## src/rtl/counter_pkg.sv

```systemverilog
// Shared definitions for the BCD event counter: digit count, digit type, FSM states.
package counter_pkg;

    localparam int NDIG    = 4;
    localparam int BCD_MAX = 9;

    typedef logic [3:0] digit_t;

    typedef enum logic [1:0] {
        IDLE  = 2'd0,
        RUN   = 2'd1,
        PAUSE = 2'd2
    } state_t;

endpackage

```

## src/rtl/bcd_digit.sv

```systemverilog
// One decade of the BCD counter chain: holds a single digit 0..9, counts up or
// down when enabled and the lower decades hand it a carry/borrow.
module bcd_digit
    import counter_pkg::*;
(
    input  logic   clock,
    input  logic   reset,
    input  logic   clear,
    input  logic   en,
    input  logic   dir,
    input  logic   cin,
    output digit_t q,
    output logic   cout
);

    digit_t q_next;

    // Pass carry/borrow upward when this decade is about to roll over.
    assign cout = cin && (dir ? (q == digit_t'(0)) : (q == digit_t'(BCD_MAX)));

    // Next digit value; the up path treats anything >= 9 as 9 so the digit
    // can never settle outside 0..9.
    always_comb begin
        q_next = q;
        if (clear) begin
            q_next = digit_t'(0);
        end else if (en && cin) begin
            if (dir) begin
                q_next = (q == digit_t'(0)) ? digit_t'(BCD_MAX) : q - digit_t'(1);
            end else begin
                q_next = (q >= digit_t'(BCD_MAX)) ? digit_t'(0) : q + digit_t'(1);
            end
        end
    end

    // Digit register.
    always_ff @(posedge clock or posedge reset) begin
        if (reset) begin
            q <= digit_t'(0);
        end else begin
            q <= q_next;
        end
    end

endmodule

```

## src/rtl/counter_ctrl.sv

```systemverilog
// Start/stop/clear BCD counter with prescaled tick, wrap pulse and
// leading-zero blanking for a multi-digit 7-segment display.
//
// state | meaning
// ------+------------------------------------------
// IDLE  | stopped, count and prescaler at zero
// RUN   | prescaler running, count updates on tick
// PAUSE | stopped, count and prescaler held
module counter_ctrl
    import counter_pkg::*;
#(
    parameter int DIV = 5_000_000
)
(
    input  logic                  clock,
    input  logic                  reset,
    input  logic                  start_stop,
    input  logic                  clear,
    input  logic                  dir,
    output digit_t [NDIG-1:0]     digits,
    output logic   [NDIG-1:0]     blank,
    output logic                  running,
    output logic                  wrap
);

    localparam int             PW     = $clog2(DIV);
    localparam logic [PW-1:0]  P_LAST = PW'(DIV - 1);

    state_t          state;
    state_t          state_next;
    logic [PW-1:0]   prescaler;
    logic            tick;
    logic [NDIG:0]   carry;

    // State register.
    always_ff @(posedge clock or posedge reset) begin
        if (reset) begin
            state <= IDLE;
        end else begin
            state <= state_next;
        end
    end

    // Next-state logic; clear overrides start_stop from every state.
    always_comb begin
        state_next = state;
        case (state)
            IDLE:    if (start_stop) state_next = RUN;
            RUN:     if (start_stop) state_next = PAUSE;
            PAUSE:   if (start_stop) state_next = RUN;
            default: state_next = IDLE;
        endcase
        if (clear) begin
            state_next = IDLE;
        end
    end

    // Outputs decoded straight from the registered state.
    always_comb begin
        running = (state == RUN);
        tick    = (state == RUN) && (prescaler == P_LAST);
    end

    // Prescaler advances every RUN cycle, holds otherwise, zeroed by clear.
    always_ff @(posedge clock or posedge reset) begin
        if (reset) begin
            prescaler <= '0;
        end else if (clear) begin
            prescaler <= '0;
        end else if (state == RUN) begin
            prescaler <= tick ? '0 : prescaler + PW'(1);
        end
    end

    // Digit chain: decade 0 always sees a carry-in, each tick ripples upward.
    assign carry[0] = 1'b1;

    for (genvar g = 0; g < NDIG; g++) begin : g_digit
        bcd_digit u_digit (
            .clock (clock),
            .reset (reset),
            .clear (clear),
            .en    (tick),
            .dir   (dir),
            .cin   (carry[g]),
            .q     (digits[g]),
            .cout  (carry[g+1])
        );
    end

    // Wrap pulse: the tick rolled the whole chain over (9999->0000 or 0000->9999).
    always_ff @(posedge clock or posedge reset) begin
        if (reset) begin
            wrap <= 1'b0;
        end else begin
            wrap <= tick && !clear && carry[NDIG];
        end
    end

    // Leading-zero blanking; the least significant digit is always shown.
    always_comb begin
        logic zero_hi;
        blank   = '0;
        zero_hi = 1'b1;
        for (int i = NDIG - 1; i >= 1; i--) begin
            zero_hi  = zero_hi && (digits[i] == digit_t'(0));
            blank[i] = zero_hi;
        end
    end

endmodule
```

## config.mk

```make
export PLATFORM = sky130hd
export DESIGN_NAME = counter_ctrl
export DESIGN_NICKNAME = d
export VERILOG_FILES = /design/src/rtl/counter_pkg.sv /design/src/rtl/bcd_digit.sv /design/src/rtl/counter_ctrl.sv
export SDC_FILE = /design/constraint.sdc
export NUM_CORES = 1
export LEC_CHECK = 0
export CAP_MARGIN = 20
export CORE_UTILIZATION = 55
export DETAILED_ROUTE_END_ITERATION = 7
export PLACE_DENSITY = 0.82
export SLEW_MARGIN = 20
export SYNTH_ARGS = -nofsm -noshare
export SYNTH_HDL_FRONTEND = slang
export SYNTH_SLANG_ARGS = --single-unit
```

## constraint.sdc

```tcl
create_clock -name clock -period 6 [get_ports clock]
set_input_delay 1.2 -clock clock [delete_from_list [all_inputs] [get_ports clock]]
set_output_delay 1.2 -clock clock [all_outputs]
set_load 0.05 [all_outputs]
```

==> reports/metrics.yaml <==
status:
  outcome: "completed"
setup_path:
  start_kind: "flop"
  slowest_delay_ns: 0.82
  cp_slowest_cell: "clkdlybuf4s50_1"
  regToRegStartpoint: "prescaler[1]$_DFFE_PP0P_"
  crit_required_ns: 4.80
  r2r-end: "prescaler[22]$_DFFE_PP0P_"
  endpoint: "blank[1]"
  path_max_fanout: 8
  critical_path_depth: 5
  path_class: "flop to output port"
  endpoint_kind: "output port"
  cp.arrival_ns: 2.57
  r2r_setup_slack_ns: 3.66
  crit_chain: "inv_1, ha_1, or3b_2, nor3_1, clkdlybuf4s50_1"
  worst-path-buf-inv: 2
  r2r_cells: 6
  cpLargestDelayFamily: "buffers and inverters"
  startpoint: "g_digit[1].u_digit.q[0]$_DFFE_PP0P_"
die:
  initial_utilization_pct: 57.6
  io_pins: 27
  die_w_um: 75.6
  core_um2: 5170
  rows: 26
  die_h_um: 75.6
  die_area_um2: 5720
placement:
  place.gp.congestion: 0.878
  place_hpwl_mm: 4.35
  place_inst: 418
  port_buffers: 25
clocking:
  clock_latency_ns: 0.29
  post_cts_resized: 0
  cts.sinks: 42
  clkTransAtPathRegs_ns: 0.08
  post-cts-setup-buffers: 0
  cts_inserted_buffers: 5
  cts.htree.levels: 2
  hold_buffers: 0
  root_buffer: "clkbuf_8"
  clockBufferDepth: 2
  cts_tree: "built"
global_route:
  grt_pass1_vias: 2314
  grt_max_degree: 47
  grt_pass1_wl_mm: 10.6
  antenna_found_initial: 0
  grt_overflow_total: 0
  grt.total_usage_pct: 24.4
synth:
  avgSynthCellArea_um2: 8.92
  synth_edf_count: 0
  yosys-top-cells-area: "dfrtp_1 (35%), ha_1 (7.1%), nor2_1 (4.7%)"
  synthFlopType: "dfrtp_1"
  synth_seq_area_share_pct: 35.3
  synth_seq_cells: 42
  yosys.area.top_type_share_pct: 35.3
  async_reset_ff_share_pct: 100
  syn_nets: 356
  synth_top_cell_by_area: "dfrtp_1"
  synth_area_um2: 2980
  ys_warn_count: 0
  syn-instance-count: 334
  ys_types: 65
drt:
  drc: 0
  drt_wl_total_mm: 6.27
  drt-initial-drc-count: 134
  wl_per_cell_um: 14.7
  vias: 2525
  ant_nets: 0
  vias_per_cell: 5.93
  drtPass1Iterations: 4
sta:
  worstMarginPinSlew_ns: 0.819
  fin_skew_ns: 0.00886
  drv_slew: 0
  post-route-min-period_ns: 3.77
  finalCritPeriodShare_pct: 62.8
  fmax_mhz: 265
  rsz0062_at_grt: "no"
  slew_headroom_pct: 44.9
  tns_ns: 0
  final_hold_viol_count: 0
  finalSetupViolCount: 0
final_layout:
  multi_input_area_um2: 1740
  fin_cells: 426
  diodes: 0
  num-fill-cells: 415
  layout-drive-gt1-share_pct: 8.15
  regArea_um2: 1050
  nets: 377
  syn2layout_area_growth_pct: 11.5
power_and_ir_drop:
  leakage_nw: 1.41
  powerDensity_nw_per_um2: 156
  irDropWorstVdd_v: 0.000155
hold_path:
  hold_start: "prescaler[21]$_DFFE_PP0P_"
  hp-class: "flop to flop"
run:
  maxCapViolations: 0
-- sequential cells by signal, summed over array words and instances (netlist names) --
signal,count
prescaler,23
g_digit.u_digit.q,16
wrap,1
state,2
-- how the worst min path moves through the flow --
stage / to / depth (start not counted) / slack (ns)
floorplan: prescaler[21]$_DFFE_PP0P_ / 1 / 0.47
global placement: prescaler[21]$_DFFE_PP0P_ / 1 / 0.49
detailed placement: prescaler[21]$_DFFE_PP0P_ / 1 / 0.50
CTS: prescaler[21]$_DFFE_PP0P_ / 1 / 0.54
global route: prescaler[21]$_DFFE_PP0P_ / 1 / 0.56
finish: prescaler[21]$_DFFE_PP0P_ / 1 / 0.54
-- Yosys cell counts (2+ instances only) --
master and n:
dfrtp_1 42, nor2_1 37, nand2_1 26, inv_1 22, a21oi_1 17, ha_1 17, nand3_1 17, xor2_1 14
o21ai_0 13, nand3b_1 10, nand4_1 10, a31oi_1 9, clkbuf_1 6, nand2b_1 6, a311oi_1 5, and3_1 4
clkbuf_8 4, nor3_1 4, o211ai_1 4, o21a_1 4, o21bai_1 4, nor3b_1 3, a211oi_1 2, a21boi_0 2
a22o_1 2, and3_2 2, and4_1 2, buf_4 2, mux2_2 2, nor4_2 2, o2111ai_1 2, o22ai_1 2
o41ai_1 2, or3_1 2, or3b_2 2
-- layout make-up --
class,instances,share of cell area [%]
clock inverters,1,0.151
repair buffers,28,8.21
inverters,22,2.48
multi-input cells,256,52.3
flip-flops and latches,42,31.6
well taps,70,2.64
clock buffers,7,2.60
-- report_power, final --
part | leakage (nW) | switching, mW | internal [mW] | total, mW
Sequential | 0.585 | 0.00181 | 0.285 | 0.287
Clock | 0.0482 | 0.0950 | 0.0929 | 0.188
Combinational | 0.778 | 0.0303 | 0.0134 | 0.0437
Total | 1.41 | 0.127 | 0.391 | 0.518
-- per-layer routing --
metal	vias up	track usage, %	share of wire, %
li1	1258	-	-
met1	1187	32.2	47
met2	67	40.1	47
met3	13	5.03	4.0
met4	0	8.64	2.1
met5	-	0	0
-- stage by stage --
step           util [%]  worst slack (ns)  hold WS, ns  cell area [um2]  total power [mW]
2_1_floorplan         -              2.29        0.473             2980             0.326
3_3_place_gp       62.5              2.59        0.490             3230             0.335
3_5_place_dp       62.5              2.56        0.499             3230             0.336
4_1_cts            64.2              2.24        0.542             3320             0.522
5_1_grt            64.2              2.12        0.557             3320             0.538
6_report           64.2              2.23        0.544             3320             0.518
-- logic make-up (layout without fill, tap and decap cells) --
family | after synthesis | count (layout) | share of synthesized area, %
mux | 3 | 3 | 1.09
fa+ha+maj | 17 | 17 | 7.14
compound gates | 82 | 82 | 19.7
flops | 42 | 42 | 35.3
buf+inv | 36 | 58 | 6.42
simple gates | 138 | 138 | 25.9
other cells | 1 | 1 | 0.126
xor+xnor | 15 | 15 | 4.41
-- placed cells by master, fill, tap and decap left out, types with 13 or more instances in the layout --
cell type	netlist	layout
clkdlybuf4s50_1	0	25
inv_1	22	22
ha_1	17	17
dfrtp_1	42	42
xor2_1	14	14
nand2_1	26	26
nor2_1	37	37
nand3_1	17	17
a21oi_1	17	17
o21ai_0	13	13
Note: power is estimated with default switching activity, not from simulation.
==> patch 1, RTL diff (same flow settings) <==
Remove the register `wrap`: a continuous assignment takes its place, so the output `wrap` follows one clock earlier.
--- a/src/rtl/counter_ctrl.sv
+++ b/src/rtl/counter_ctrl.sv
@@ -89,13 +89,7 @@
     end
 
     // Wrap pulse: the tick rolled the whole chain over (9999->0000 or 0000->9999).
-    always_ff @(posedge clock or posedge reset) begin
-        if (reset) begin
-            wrap <= 1'b0;
-        end else begin
-            wrap <= tick && !clear && carry[NDIG];
-        end
-    end
+    assign wrap = tick && !clear && carry[NDIG];
 
     // Leading-zero blanking; the least significant digit is always shown.
     always_comb begin
Check against the original RTL: no difference found for any inputs over 10 cycles, from zero or initial values and one cycle with reset high; that may be too few to reach the edited logic, so the function may still have changed.
==> patch 1 against the unedited design <==
Sequential cell count fell by 1. Design area rose by 2.1%. Routed wire length rose by 4.2%. Area after synthesis rose by 1.3%. Synthesized cell count rose by 4.5%. Worst setup slack got worse by 1.4 ns. Fmax fell by 26%. Power fell by 2.9%.
==> patch 1: results (changes against the unedited design) <==
dp.cells: 429  # +2.6%
layout.cells.non_filler: 436  # +2.3%
muxShareOfSynthArea_pct: 2.072  # +0.98 points
endpoint: "wrap"
grt_pass1_vias: 2540  # +9.8%
dp_hpwl_mm: 4.528  # +4.2%
drt_pre_antenna_iters: 5  # +1
cp.arrival_ns: 3.93  # +1.36 ns
reg2reg_to: "g_digit[3].u_digit.q[2]"
grt_max_degree: 42  # -11%
synth_fp_nets: 371  # +4.2%
grt_pass1_wl_mm: 11.53  # +9.1%
maxSlewHeadroom_pct: 47.28  # +2.4 points
gp_congestion: 0.8859  # +0.96%
grt_usage_pct: 24.32  # -0.071 points
viasPerCell: 6.151  # +3.8%
wirelength_mm: 6.533  # +4.2%
ys_types: 62  # -4.6%
rr_startpoint: "prescaler[15]"
fillers: 435  # +4.8%
rrSetupSlack_ns: 2.96  # -0.70 ns
syn_inst: 349  # +4.5%
leakagePower_nw: 1.411  # about the same
finalWorstPathRequiredPeriod_ns: 5.128  # +1.358 ns
post-place-ws_ns: 0.8704  # -1.688 ns
outcome: "complete, no violations"
final_nets: 388  # +2.9%
setup.worst_path.start: "dir"
==> patch 1: kinds of logic (layout without fill, tap and decap cells) <==
kind of cell,Yosys count,count (layout)
xor+xnor,15,15
mux,6,6
other cells,1,1
flops,41,41
fa+ha+maj,17,17
buf+inv,40,57
compound gates,74,74
simple gates,155,155
==> patch 1: worst min path at each step <==
stage                  from           end  slack (ns)  cells past startpoint
2_1_floorplan  prescaler[0]  prescaler[0]        0.47                      1
4_1_cts        prescaler[0]  prescaler[0]        0.53                      1
3_3_place_gp   prescaler[0]  prescaler[0]        0.49                      1
6_report       prescaler[0]  prescaler[0]        0.53                      1
3_5_place_dp   prescaler[0]  prescaler[0]        0.51                      1
5_1_grt        prescaler[0]  prescaler[0]        0.54                      1
==> patch 1: per-layer routing <==
| metal | wire length, um | GRT usage, % |
|---|---|---|
| met1 | 2971 | 30.94 |
| met3 | 297 | 4.311 |
| met5 | 0 | 0 |
| met2 | 3216 | 40.82 |
| met4 | 48 | 10.19 |
==> patch 1: area by class of cell <==
| class | count | area share, % |
|---|---|---|
| well taps | 70 | 2.582 |
| inverters | 20 | 2.213 |
| flip-flops and latches | 41 | 30.25 |
| multi-input cells | 268 | 53.93 |
| clock buffers | 7 | 2.545 |
| repair buffers | 30 | 8.484 |
==> patch 1: through the flow <==
stage / power [W] / hold WS (ns) / area, um2 / util, %
floorplan: 0.0003145 / 0.4715 / 3019 / -
global placement: 0.0003253 / 0.4910 / 3306 / 63.51
detailed placement: 0.0003260 / 0.5145 / 3306 / 63.51
CTS: 0.0005100 / 0.5268 / 3392 / 65.17
global route: 0.0005261 / 0.5407 / 3392 / 65.17
finish: 0.0005029 / 0.5275 / 3392 / 65.17
==> patch 1: power breakdown <==
part	internal (W)	total [W]	switching [W]
logic	0.0000126	0.0000404	0.0000279
registers	0.000278	0.000280	0.00000190
clock network	0.0000913	0.000183	0.0000913
==> patch 1: worst max-delay path, cell delays in order <==
cell,delay [ns]
clkdlybuf4s50_1,0.42
buf_4,0.19
nand3b_1,0.16
a21oi_1,0.28
and3_1,0.27
nand3_1,0.10
a2111oi_0,0.40
clkdlybuf4s50_1,0.89
==> patch 2, RTL diff (config.mk and constraints unchanged) <==
Made on the original files. Set the parameter `DIV` to 20_000_000 (it was 5_000_000).
--- a/src/rtl/counter_ctrl.sv
+++ b/src/rtl/counter_ctrl.sv
@@ -9,7 +9,7 @@
 module counter_ctrl
     import counter_pkg::*;
 #(
-    parameter int DIV = 5_000_000
+    parameter int DIV = 20_000_000
 )
 (
     input  logic                  clock,
Formal check against the unedited RTL: no difference found for any inputs over 10 cycles, from zero or initial values and one cycle with reset high; that may be too few to reach the edited logic, so the function may still have changed.
==> patch 2 against the unedited design <==
Power rose by 13%. Utilization fell by 0.13 points. Via count rose by 7.6%. Area after synthesis rose by 6.1%. Worst hold slack improved by 0.0051 ns. First-iteration DRC count rose by 93%. Count of clock-buffer cells in the layout fell by 1. Worst setup slack got worse by 0.057 ns. Non-clock buffer count fell by 1. Sequential cell count rose by 2. Design area rose by 6.9%. Routed wire length rose by 11%. Critical endpoint unchanged. Highest routed layer unchanged.
==> patch 2: results (changes against the unedited design) <==
grtUsageMet2_pct: 38.14  # -1.9 points
finClkSkew_ns: 0.003853  # -0.005003 ns
use_met1_pct: 35.19  # +3.0 points
grtUsageMet3_pct: 2.824  # -2.2 points
synth.area.top_cells: "dfrtp_1 (35%), ha_1 (6.7%), nor2_1 (5.3%)"
ys_types: 70  # +7.7%
leakagePower_nw: 1.436  # +1.8%
drive_gt1_share_pct: 10.05  # +1.9 points
dp.cells: 432  # +3.3%
grt_max_degree: 45  # -4.3%
synth_common_cells: "nor2_1 (45), dfrtp_1 (44), inv_1 (24)"
grt_pass1_wl_mm: 11.89  # +13%
cp.arrival_ns: 2.63  # +0.06 ns
synth.yosys.seq_area_share_pct: 34.81  # -0.45 points
synth_fp_nets: 372  # +4.5%
wire_per_inst_um: 15.76  # +7.1%
p_int_w: 0.0004454  # +14%
outcome: "complete, no violations"
syn_area_per_cell_um2: 9.037  # +1.3%
place_area_um2: 3431  # +6.2%
largestRegisters: "prescaler x25, g_digit.u_digit.q x16, state x2"
post-place-ws_ns: 2.048  # -0.5095 ns
fillers: 448  # +8.0%
drt_pre_antenna_iters: 5  # +1
grt_pass1_vias: 2510  # +8.5%
wirelength_mm: 6.936  # +11%
drtIter0Drc: 258  # +93%
-- patch 2: cell types whose count changed in the layout (fill, tap and decap cells not counted), sizes merged, moves of 4 or more --
| cell | before | now |
|---|---|---|
| a31oi | 9 | 2 |
| and4bb | 1 | 6 |
| nand2 | 26 | 19 |
| nand3 | 17 | 10 |
| nand3b | 10 | 2 |
| nor2 | 38 | 45 |
| nor3 | 4 | 15 |
| nor4 | 3 | 8 |
| o21a | 4 | 0 |
| o21ai | 15 | 7 |
| or2 | 0 | 4 |
| xnor2 | 1 | 14 |
| xor2 | 14 | 7 |
-- patch 2: cells by family after synthesis --
kind of cell             share of synthesized area, %
AND/OR/NAND/NOR                                 27.89
buffers and inverters                           5.736
multiplexers                                    1.463
adder cells (fa/ha/maj)                         6.725
XOR/XNOR                                        5.815
flip-flops                                      34.81
other                                          0.1186
AO/OA/AOI/OAI                                   17.45
-- patch 2: power groups by stage --
stage / logic [W] / registers [W] / clock network (W)
2_1_floorplan: 0.0000304 / 0.000306 / 0
3_3_place_gp: 0.0000391 / 0.000306 / 0
3_5_place_dp: 0.0000396 / 0.000307 / 0
4_1_cts: 0.0000398 / 0.000301 / 0.000247
5_1_grt: 0.0000440 / 0.000301 / 0.000258
6_report: 0.0000397 / 0.000301 / 0.000243
-- patch 2: final cells by class --
class / instances / area [um2] / share of cell area, %
multi-input combinational: 264 / 1881 / 52.94
sequential: 44 / 1101 / 31.00
timing repair buffer: 27 / 265.3 / 7.467
inverter: 25 / 93.84 / 2.642
tap: 72 / 90.09 / 2.536
clock buffer: 6 / 82.58 / 2.325
clock inverter: 2 / 38.79 / 1.092
-- patch 2: final timing paths --
check,cells after the start,from,end,slack [ns]
worst min register to register,2,prescaler[5],prescaler[5],0.55
min in group asynchronous,2,reset,prescaler[11],1.42
worst max-delay path,5,g_digit[1].u_digit.q[0],blank[1],2.17
worst min-delay path,2,prescaler[5],prescaler[5],0.55
max in group asynchronous,2,reset,prescaler[13],4.02
worst max register to register,7,g_digit[0].u_digit.q[0],g_digit[2].u_digit.q[1],3.64
-- patch 2: metrics by stage --
step,util [%],power [W]
after floorplan,-,0.0003362
after global placement,61.92,0.0003454
after detailed placement,61.92,0.0003462
after CTS,64.11,0.0005871
after global routing,64.11,0.0006030
final,64.11,0.0005834
-- patch 2: layer usage --
layer,vias up,routed length [um]
met5,-,0
met1,1327,3340
met2,76,3206
met4,0,74
li1,1307,-
met3,7,314
-- patch 2: tightest hold or removal path: cells and delay by family, from the launching register on --
| family | cells | cell delay (ns) |
|---|---|---|
| DFF | 1 | 0.37 |
| xor gates and xnor gates | 1 | 0.07 |
| and+or+nand+nor | 1 | 0.07 |
